==> src/rtl/core_pkg.sv <==
`default_nettype none
// ============================================================================
// Module      : core_pkg
// Description : Shared widths, reset address and fetch FSM state encoding for
//               the pipelined ARM core front end.
// Revision    : 1.0 - initial release
// ============================================================================
package core_pkg;

    localparam int          C_ADDR_W   = 32;
    localparam int          C_DATA_W   = 32;
    localparam logic [31:0] C_RESET_PC = 32'h0000_0000;

    typedef enum logic [1:0] {
        IDLE    = 2'd0,
        FETCH   = 2'd1,
        DISCARD = 2'd2
    } fetch_state_t;

    typedef logic [C_DATA_W-1:0] inst_word_t;

endpackage : core_pkg
`default_nettype wire

==> src/rtl/if_id_reg.sv <==
`default_nettype none
// ============================================================================
// Module      : if_id_reg
// Description : IF/ID pipeline register with load, hold and flush; also
//               presents the ARM PC read value (pc + 8) of the held word.
// Revision    : 1.0 - initial release
// ============================================================================
module if_id_reg
    import core_pkg::*;
#(
    parameter int ADDR_W = C_ADDR_W,
    parameter int DATA_W = C_DATA_W
) (
    input  logic              clk,
    input  logic              rst_n,
    input  logic              i_load,
    input  logic              i_flush,
    input  logic [DATA_W-1:0] i_inst,
    input  logic [ADDR_W-1:0] i_pc,
    output logic              o_valid,
    output logic [DATA_W-1:0] o_inst,
    output logic [ADDR_W-1:0] o_pc,
    output logic [ADDR_W-1:0] o_pc_plus8
);

    localparam logic [ADDR_W-1:0] C_PC_READ_OFFSET = ADDR_W'(8);

    logic              r_valid;
    logic [DATA_W-1:0] r_inst;
    logic [ADDR_W-1:0] r_pc;

    // Flush only clears the valid flag; the stale word is never consumed.
    always_ff @(posedge clk or negedge rst_n) begin
        if (!rst_n) begin
            r_valid <= 1'b0;
            r_inst  <= '0;
            r_pc    <= '0;
        end else if (i_flush) begin
            r_valid <= 1'b0;
        end else if (i_load) begin
            r_valid <= 1'b1;
            r_inst  <= i_inst;
            r_pc    <= i_pc;
        end
    end

    assign o_valid    = r_valid;
    assign o_inst     = r_inst;
    assign o_pc       = r_pc;
    assign o_pc_plus8 = r_pc + C_PC_READ_OFFSET;

endmodule : if_id_reg
`default_nettype wire

==> src/rtl/fetch_stage.sv <==
`default_nettype none
// ============================================================================
// Module      : fetch_stage
// Description : Instruction fetch stage: owns the PC, issues reads to the
//               instruction memory and handles stall and branch redirects,
//               including redirects while a read is still unacknowledged.
// Revision    : 1.0 - initial release
// ============================================================================
module fetch_stage
    import core_pkg::*;
#(
    parameter int                ADDR_W   = C_ADDR_W,
    parameter int                DATA_W   = C_DATA_W,
    parameter logic [ADDR_W-1:0] RESET_PC = ADDR_W'(C_RESET_PC)
) (
    input  logic              clk,
    input  logic              rst_n,
    output logic [ADDR_W-1:0] inst_address,
    output logic              inst_read,
    input  logic [DATA_W-1:0] inst_out,
    input  logic              inst_ready,
    input  logic              stall,
    input  logic              branch_taken,
    input  logic [ADDR_W-1:0] branch_target,
    output logic              if_valid,
    output logic [DATA_W-1:0] if_inst,
    output logic [ADDR_W-1:0] if_pc,
    output logic [ADDR_W-1:0] if_pc_plus8
);

    localparam logic [ADDR_W-1:0] C_PC_STEP    = ADDR_W'(4);
    localparam logic [ADDR_W-1:0] C_ALIGN_MASK = ~ADDR_W'(3);

    fetch_state_t      r_state;
    fetch_state_t      w_state_next;
    logic [ADDR_W-1:0] r_pc;
    logic [ADDR_W-1:0] w_pc_next;
    logic [ADDR_W-1:0] r_redirect_pc;
    logic [ADDR_W-1:0] w_redirect_next;
    logic [ADDR_W-1:0] w_target;
    logic              w_read;
    logic              w_load;
    logic              w_flush;
    logic              w_hold;

    assign w_target = branch_target & C_ALIGN_MASK;
    assign w_hold   = if_valid & stall;

    always_ff @(posedge clk or negedge rst_n) begin
        if (!rst_n) begin
            r_state <= IDLE;
        end else begin
            r_state <= w_state_next;
        end
    end

    always_ff @(posedge clk or negedge rst_n) begin
        if (!rst_n) begin
            r_pc          <= RESET_PC;
            r_redirect_pc <= RESET_PC;
        end else begin
            r_pc          <= w_pc_next;
            r_redirect_pc <= w_redirect_next;
        end
    end

    always_comb begin
        w_state_next    = r_state;
        w_pc_next       = r_pc;
        w_redirect_next = r_redirect_pc;
        w_read          = 1'b0;
        w_load          = 1'b0;
        w_flush         = 1'b0;

        case (r_state)
            IDLE: begin
                w_state_next = FETCH;
                if (branch_taken) begin
                    w_pc_next = w_target;
                end
            end

            FETCH: begin
                w_read = ~w_hold;
                if (branch_taken) begin
                    w_flush = 1'b1;
                    // An unacknowledged read must finish at its own address
                    // before the redirect can take effect.
                    if (w_read && !inst_ready) begin
                        w_redirect_next = w_target;
                        w_state_next    = DISCARD;
                    end else begin
                        w_pc_next = w_target;
                    end
                end else if (!w_hold) begin
                    if (inst_ready) begin
                        w_load    = 1'b1;
                        w_pc_next = r_pc + C_PC_STEP;
                    end else begin
                        w_flush = 1'b1;
                    end
                end
            end

            DISCARD: begin
                w_read  = 1'b1;
                w_flush = 1'b1;
                if (branch_taken) begin
                    w_redirect_next = w_target;
                end
                if (inst_ready) begin
                    w_pc_next    = branch_taken ? w_target : r_redirect_pc;
                    w_state_next = FETCH;
                end
            end

            default: begin
                w_state_next = IDLE;
            end
        endcase
    end

    assign inst_address = r_pc;
    assign inst_read    = w_read;

    if_id_reg #(
        .ADDR_W (ADDR_W),
        .DATA_W (DATA_W)
    ) u_if_id_reg (
        .clk        (clk),
        .rst_n      (rst_n),
        .i_load     (w_load),
        .i_flush    (w_flush),
        .i_inst     (inst_out),
        .i_pc       (r_pc),
        .o_valid    (if_valid),
        .o_inst     (if_inst),
        .o_pc       (if_pc),
        .o_pc_plus8 (if_pc_plus8)
    );

endmodule : fetch_stage
`default_nettype wire

==> config.mk <==
export PLATFORM = sky130hd
export DESIGN_NAME = fetch_stage
export DESIGN_NICKNAME = d
export VERILOG_FILES = /design/src/rtl/core_pkg.sv /design/src/rtl/if_id_reg.sv /design/src/rtl/fetch_stage.sv
export SDC_FILE = /design/constraint.sdc
export NUM_CORES = 1
export LEC_CHECK = 0
export ABC_CLOCK_PERIOD_IN_PS = 7620
export BUFFER_PORTS_ARGS = -buffer_cell sky130_fd_sc_hd__buf_2
export CAP_MARGIN = 20
export CORE_MARGIN = 5
export CORE_UTILIZATION = 35
export DETAILED_ROUTE_END_ITERATION = 8
export GPL_TIMING_DRIVEN = 0
export HOLD_SLACK_MARGIN = 0.03
export PLACE_DENSITY = 0.68
export SLEW_MARGIN = 30
export SYNTH_ARGS = -nofsm -noshare
export SYNTH_HDL_FRONTEND = slang
export SYNTH_HIERARCHICAL = 1
export SYNTH_SLANG_ARGS = --single-unit
==> constraint.sdc <==
create_clock -name clk -period 7.62 [get_ports clk]
set_input_delay 1.905 -clock clk [delete_from_list [all_inputs] [get_ports clk]]
set_output_delay 1.905 -clock clk [all_outputs]
set_load 0.03 [all_outputs]
=== Yosys cells after proc, flatten, opt, wreduce, memory -nomap -nowiden ===
Index checks and enable logic that the tools add are counted.

* Flip-flop bits (word level): 131
* Bits of input ports: 69

* Add/subtract/negate cells: 2
* Eq/ne operators: 9
* Muxes and demuxes: 26
* Bitwise gates (word level): 3
* Reductions and logical operators: 10

{| class="wikitable"
|+ Operator list
! cell !! count
|-
| $mux 32 || 9
|-
| $pmux 32 s3 || 1
|-
| $pmux 32 s2 || 1
|-
| $add 32x3->32 const B || 1
|-
| $add 32x4->32 const B || 1
|-
| $mux 1 || 9
|-
| $ne 3x3->1 const B || 3
|-
| $ne 2x2->1 const B || 4
|-
| $mux 2 || 3
|-
| $pmux 2 s3 || 1
|-
| $reduce_and 3->1 || 2
|-
| $reduce_and 6->1 || 1
|-
| $pmux 1 s2 || 2
|-
| $reduce_bool 2->1 || 2
|-
| $reduce_bool 3->1 || 1
|-
| $eq 2x1->1 const B || 1
|-
| $eq 2x2->1 const B || 1
|-
| $logic_not 2->1 || 1
|-
| $not 1->1 || 2
|-
| $reduce_and 2->1 || 1
|-
| $and 1x1->1 || 1
|-
| $logic_and 1x1->1 || 1
|-
| $logic_not 1->1 || 1
|}

=== Longest topological paths before layout ===
* Depth in word-level cells: 6
* Mapped depth: 11

=== By module ===
Netlist, hierarchy kept.

{| class="wikitable"
|+ Modules (own cells, without submodules)
! module !! times used !! cells each !! area each (um^2) !! seq. area each (um^2)
|-
| fetch_stage || 1 || 409 || 3853.7 || 1651.6
|-
| if_id_reg || 1 || 229 || 2986.6 || 1626.6
|}

=== Worst setup path after synthesis ===
OpenSTA, ideal clock, no wires.

* Kind: input-to-output
* Start: in stall
* End: out inst_read
* Arrival time: 2516 ps
* Data required time: 5715 ps
* Setup slack: 3199 ps
* Cell stages on the path: 3
* Path buffers: 0
* Path through: nand2_1 -> a21oi_1 -> nor2b_1

* Cells in the longest elaborated chain, start to end: 3

{| class="wikitable"
|+ Ends and longest elaborated chain
! item !! line !! RTL
|-
| start: declaration || fetch_stage.sv:22 || <nowiki>input logic stall,</nowiki>
|-
| $and 1x1->1 || fetch_stage.sv:47 || <nowiki>assign w_hold = if_valid & stall;</nowiki>
|-
| $not 1->1 || fetch_stage.sv:84 || <nowiki>w_read = ~w_hold;</nowiki>
|-
| $pmux 1 s2 || fetch_stage.sv:75 || <nowiki>case (r_state)</nowiki>
|-
| end: declaration || fetch_stage.sv:19 || <nowiki>output logic inst_read,</nowiki>
|}

Every way passes these cells.

=== Worst setup path after layout ===
Same ends and word-level chain as after synthesis.

==> impl_metrics.csv <==
group,metric,value,unit
status,outcome,"finished, violations left",
status,violations,"DRC",
clock_tree,clk_latency,420,ps
power_and_ir_drop,swShare,48.04,%
sta,fin_crit,4447,ps
detailed_routing,ant_nets,0,
sta,fin_tns_setup,0,ps
synthesis,yosys.area.top_type,"dfrtp_1",
power_and_ir_drop,vdd.ir_drop.worst,0.1753,mV
detailed_routing,drc,1,
cells_and_area,final_area,8831,um^2
detailed_routing,viasPerCell,5.325,
job,cap_violations,0,
sta,worst_pin_slew,912.7,ps
power_and_ir_drop,p_comb_share,49.2,%
clock_tree,hold_buffers,0,
detailed_routing,wirelength,20.72,mm
synthesis,synth_top_area_share,47.92,%
synthesis,yosysMostFrequentCell,"dfrtp_1",
worst_setup_path,cp-end-kind,"output pin",
worst_setup_path,critical_path_class,"primary input to output pin",
placement,dp.final_hpwl,15.55,mm
cells_and_area,ff_latch_area,3278,um^2
clock_tree,cts_max_path_buffers,2,
global_routing,track_usage,18.03,%
floorplanning,io_pins,199,
worst_setup_path,worstSetupStartpointType,"primary input",
cells_and_area,nNetsFinal,928,
global_routing,overflow,0,
synthesis,synth-warning-count,6,
synthesis,ys_ff_latch,131,
sta,rsz0062_at_grt,"false",
global_routing,grt_pass1_wl,32.00,mm
synthesis,synthCells,638,
floorplanning,die_y,149.8,um
power_and_ir_drop,leakage,4.084,nW
placement,place_inst,1099,
power_and_ir_drop,clkPwrFrac,19.9,%
sta,post-route-period-util,58.36,%
worst_setup_path,crit_arrival,2540,ps
cells_and_area,stdcell_count,1132,
floorplanning,die-area,22440,um^2
sta,slew_headroom,38.93,%
placement,port_buffers,195,
synthesis,synth-edff-count,0,
floorplanning,core_area,19330,um^2
sta,holdWs,480.6,ps
sta,hold_viol_final,0,
placement,placed_cell_area,8185,um^2
clock_tree,cts_tree,"yes",
clock_tree,numCtsBuffers,17,
synthesis,synthTopCellsByArea,"dfrtp_1 (48%), mux2_2 (10%), mux2_1 (4.8%)",
placement,finalWeightedCongestion,0.8900,
synthesis,synth_fp_nets,713,
synthesis,synthesis.area,6840,um^2
sta,report.final.slew_viol_count,0,
power_and_ir_drop,power,4.525,mW
placement,pre_cts_slack,3166,ps
clock_tree,cts_setup_buffers,0,
cells_and_area,multiInputGateArea,3307,um^2
min_path,hold_path_class,"register to register",
detailed_routing,first_iter_violations,463,
worst_setup_path,r2r_cells,10,
global_routing,antenna_found_initial,5,
power_and_ir_drop,p_per_area,512.5,nW/um^2
synthesis,yosys_most_used_dff,"dfrtp_1",
cells_and_area,drive_above_1_share,37.07,%
detailed_routing,drtPass1Iterations,9,
sta,setup_viol,0,
detailed_routing,dr_total_vias,6028,
synthesis,synth_common_cells,"dfrtp_1 (131), mux2_2 (63), nor2_1 (46)",
clock_tree,cts.sinks,131,
synthesis,avgSynthCellArea,10.72,um^2
synthesis,ys_types,64,
detailed_routing,wl_per_cell,18.30,um
worst_setup_path,crit_fanout,3,
floorplanning,start_util,35.38,%
power_and_ir_drop,p_sw,2.174,mW
power_and_ir_drop,p_int,2.351,mW
power_and_ir_drop,pwr-share-seq,30.9,%
clock_tree,clk_pin_slew_worst_paths,60,ps
sta,fin_worst_skew,7.984,ps
cells_and_area,fillers,1844,
sta,fmax,0.2249,GHz
cells_and_area,syn_to_final_growth,29.10,%
min_path,holdPathStages,1,
floorplanning,die-width,149.8,um
cells_and_area,post-route-util,45.67,%
synthesis,synth-seq-area-share,47.92,%
clock_tree,cts_resized,0,
global_routing,grt_pass1_vias,5852,
worst_setup_path,required,5720,ps
sta,fin_ws,3173,ps
clock_tree,htreeDepth,4,
global_routing,grt_max_degree,71,
synthesis,async_flop_share,100.0,%
floorplanning,rows,51,
clock_tree,root_buffer,"clkbuf_16",
## metal layers
layer	track usage, %	vias up	share of wire (%)
li1	-	2790	-
met1	23.60	2939	43
met2	28.86	253	47
met3	5.391	36	8.4
met4	5.489	10	1.8
met5	0	-	0.26
## final timing paths
| path | startpoint | endpoint | slack, ps |
|---|---|---|---|
| worst max register to register | r_state[0]$_DFFE_PN0P_ | u_if_id_reg/o_inst[15]$_DFFE_PN0P_ | 4490 |
| worst min-delay path | r_redirect_pc[27]$_DFFE_PN0P_ | r_redirect_pc[27]$_DFFE_PN0P_ | 480 |
| min in group asynchronous | rst_n | u_if_id_reg/o_inst[12]$_DFFE_PN0P_ | 1410 |
| worst max-delay path | stall | inst_read | 3170 |
| max in group asynchronous | rst_n | r_redirect_pc[4]$_DFFE_PN0P_ | 5470 |
| worst min register to register | r_redirect_pc[27]$_DFFE_PN0P_ | r_redirect_pc[27]$_DFFE_PN0P_ | 480 |
## cells by family after synthesis
logic type | share of synthesized area (%)
XOR/XNOR | 3.457
AO/OA/AOI/OAI | 14.08
adder cells (fa/ha/maj) | 1.097
multiplexers | 15.58
AND/OR/NAND/NOR | 14.12
buffers and inverters | 3.731
flip-flops | 47.92
## power groups by stage
stage               Sequential (mW)  Clock, mW  Combinational, mW
floorplan                      1.77          0               1.11
global placement               1.38          0               2.20
detailed placement             1.40          0               2.22
CTS                            1.39      0.912               2.23
global route                   1.44      0.951               2.39
finish                         1.40      0.902               2.23
## cell usage in the layout (no fill, tap or decap), drive strengths merged, types with 3 or more instances in the layout
cell type	synthesis	routed
nand2	37	37
buf	17	213
o2bb2ai	3	3
nand3	20	20
a221oi	5	5
nor3b	3	3
nor2	46	46
o31ai	3	3
clkbuf	26	43
and3	8	8
a222oi	5	5
o31a	5	5
a22oi	9	9
o21ai	56	56
xor2	12	12
dfrtp	131	131
nor3	13	13
xnor2	15	15
mux2	92	92
bufinv	0	4
and4	3	3
a31oi	13	13
nor2b	9	9
nand4	19	19
mux2i	3	3
a32oi	6	6
a21oi	12	12
inv	14	22
a22o	6	6
ha	6	6
nor4	9	9
## registers in the layout, summed over array words and instances (netlist names)
signal               count
r_state                  2
u_if_id_reg/o_inst      32
inst_address            32
u_if_id_reg/o_valid      1
r_redirect_pc           32
u_if_id_reg/o_pc        32
## cell type report
class                   count  share of cell area, %
plain buffers              43                  2.295
multi-input cells         450                  37.45
clock buffers              17                  4.817
clock inverters            15                  2.465
flip-flops and latches    131                  37.12
well taps                 265                  3.755
repair buffers            196                  11.48
diodes                      1                0.02834
inverters                  14                 0.5951
## worst max-delay path: stages
cell	delay, ps
buf_2	110
nand2_1	90
a21oi_1	90
nor2b_1	140
buf_2	210
Note: power is estimated with default switching activity, not from simulation.
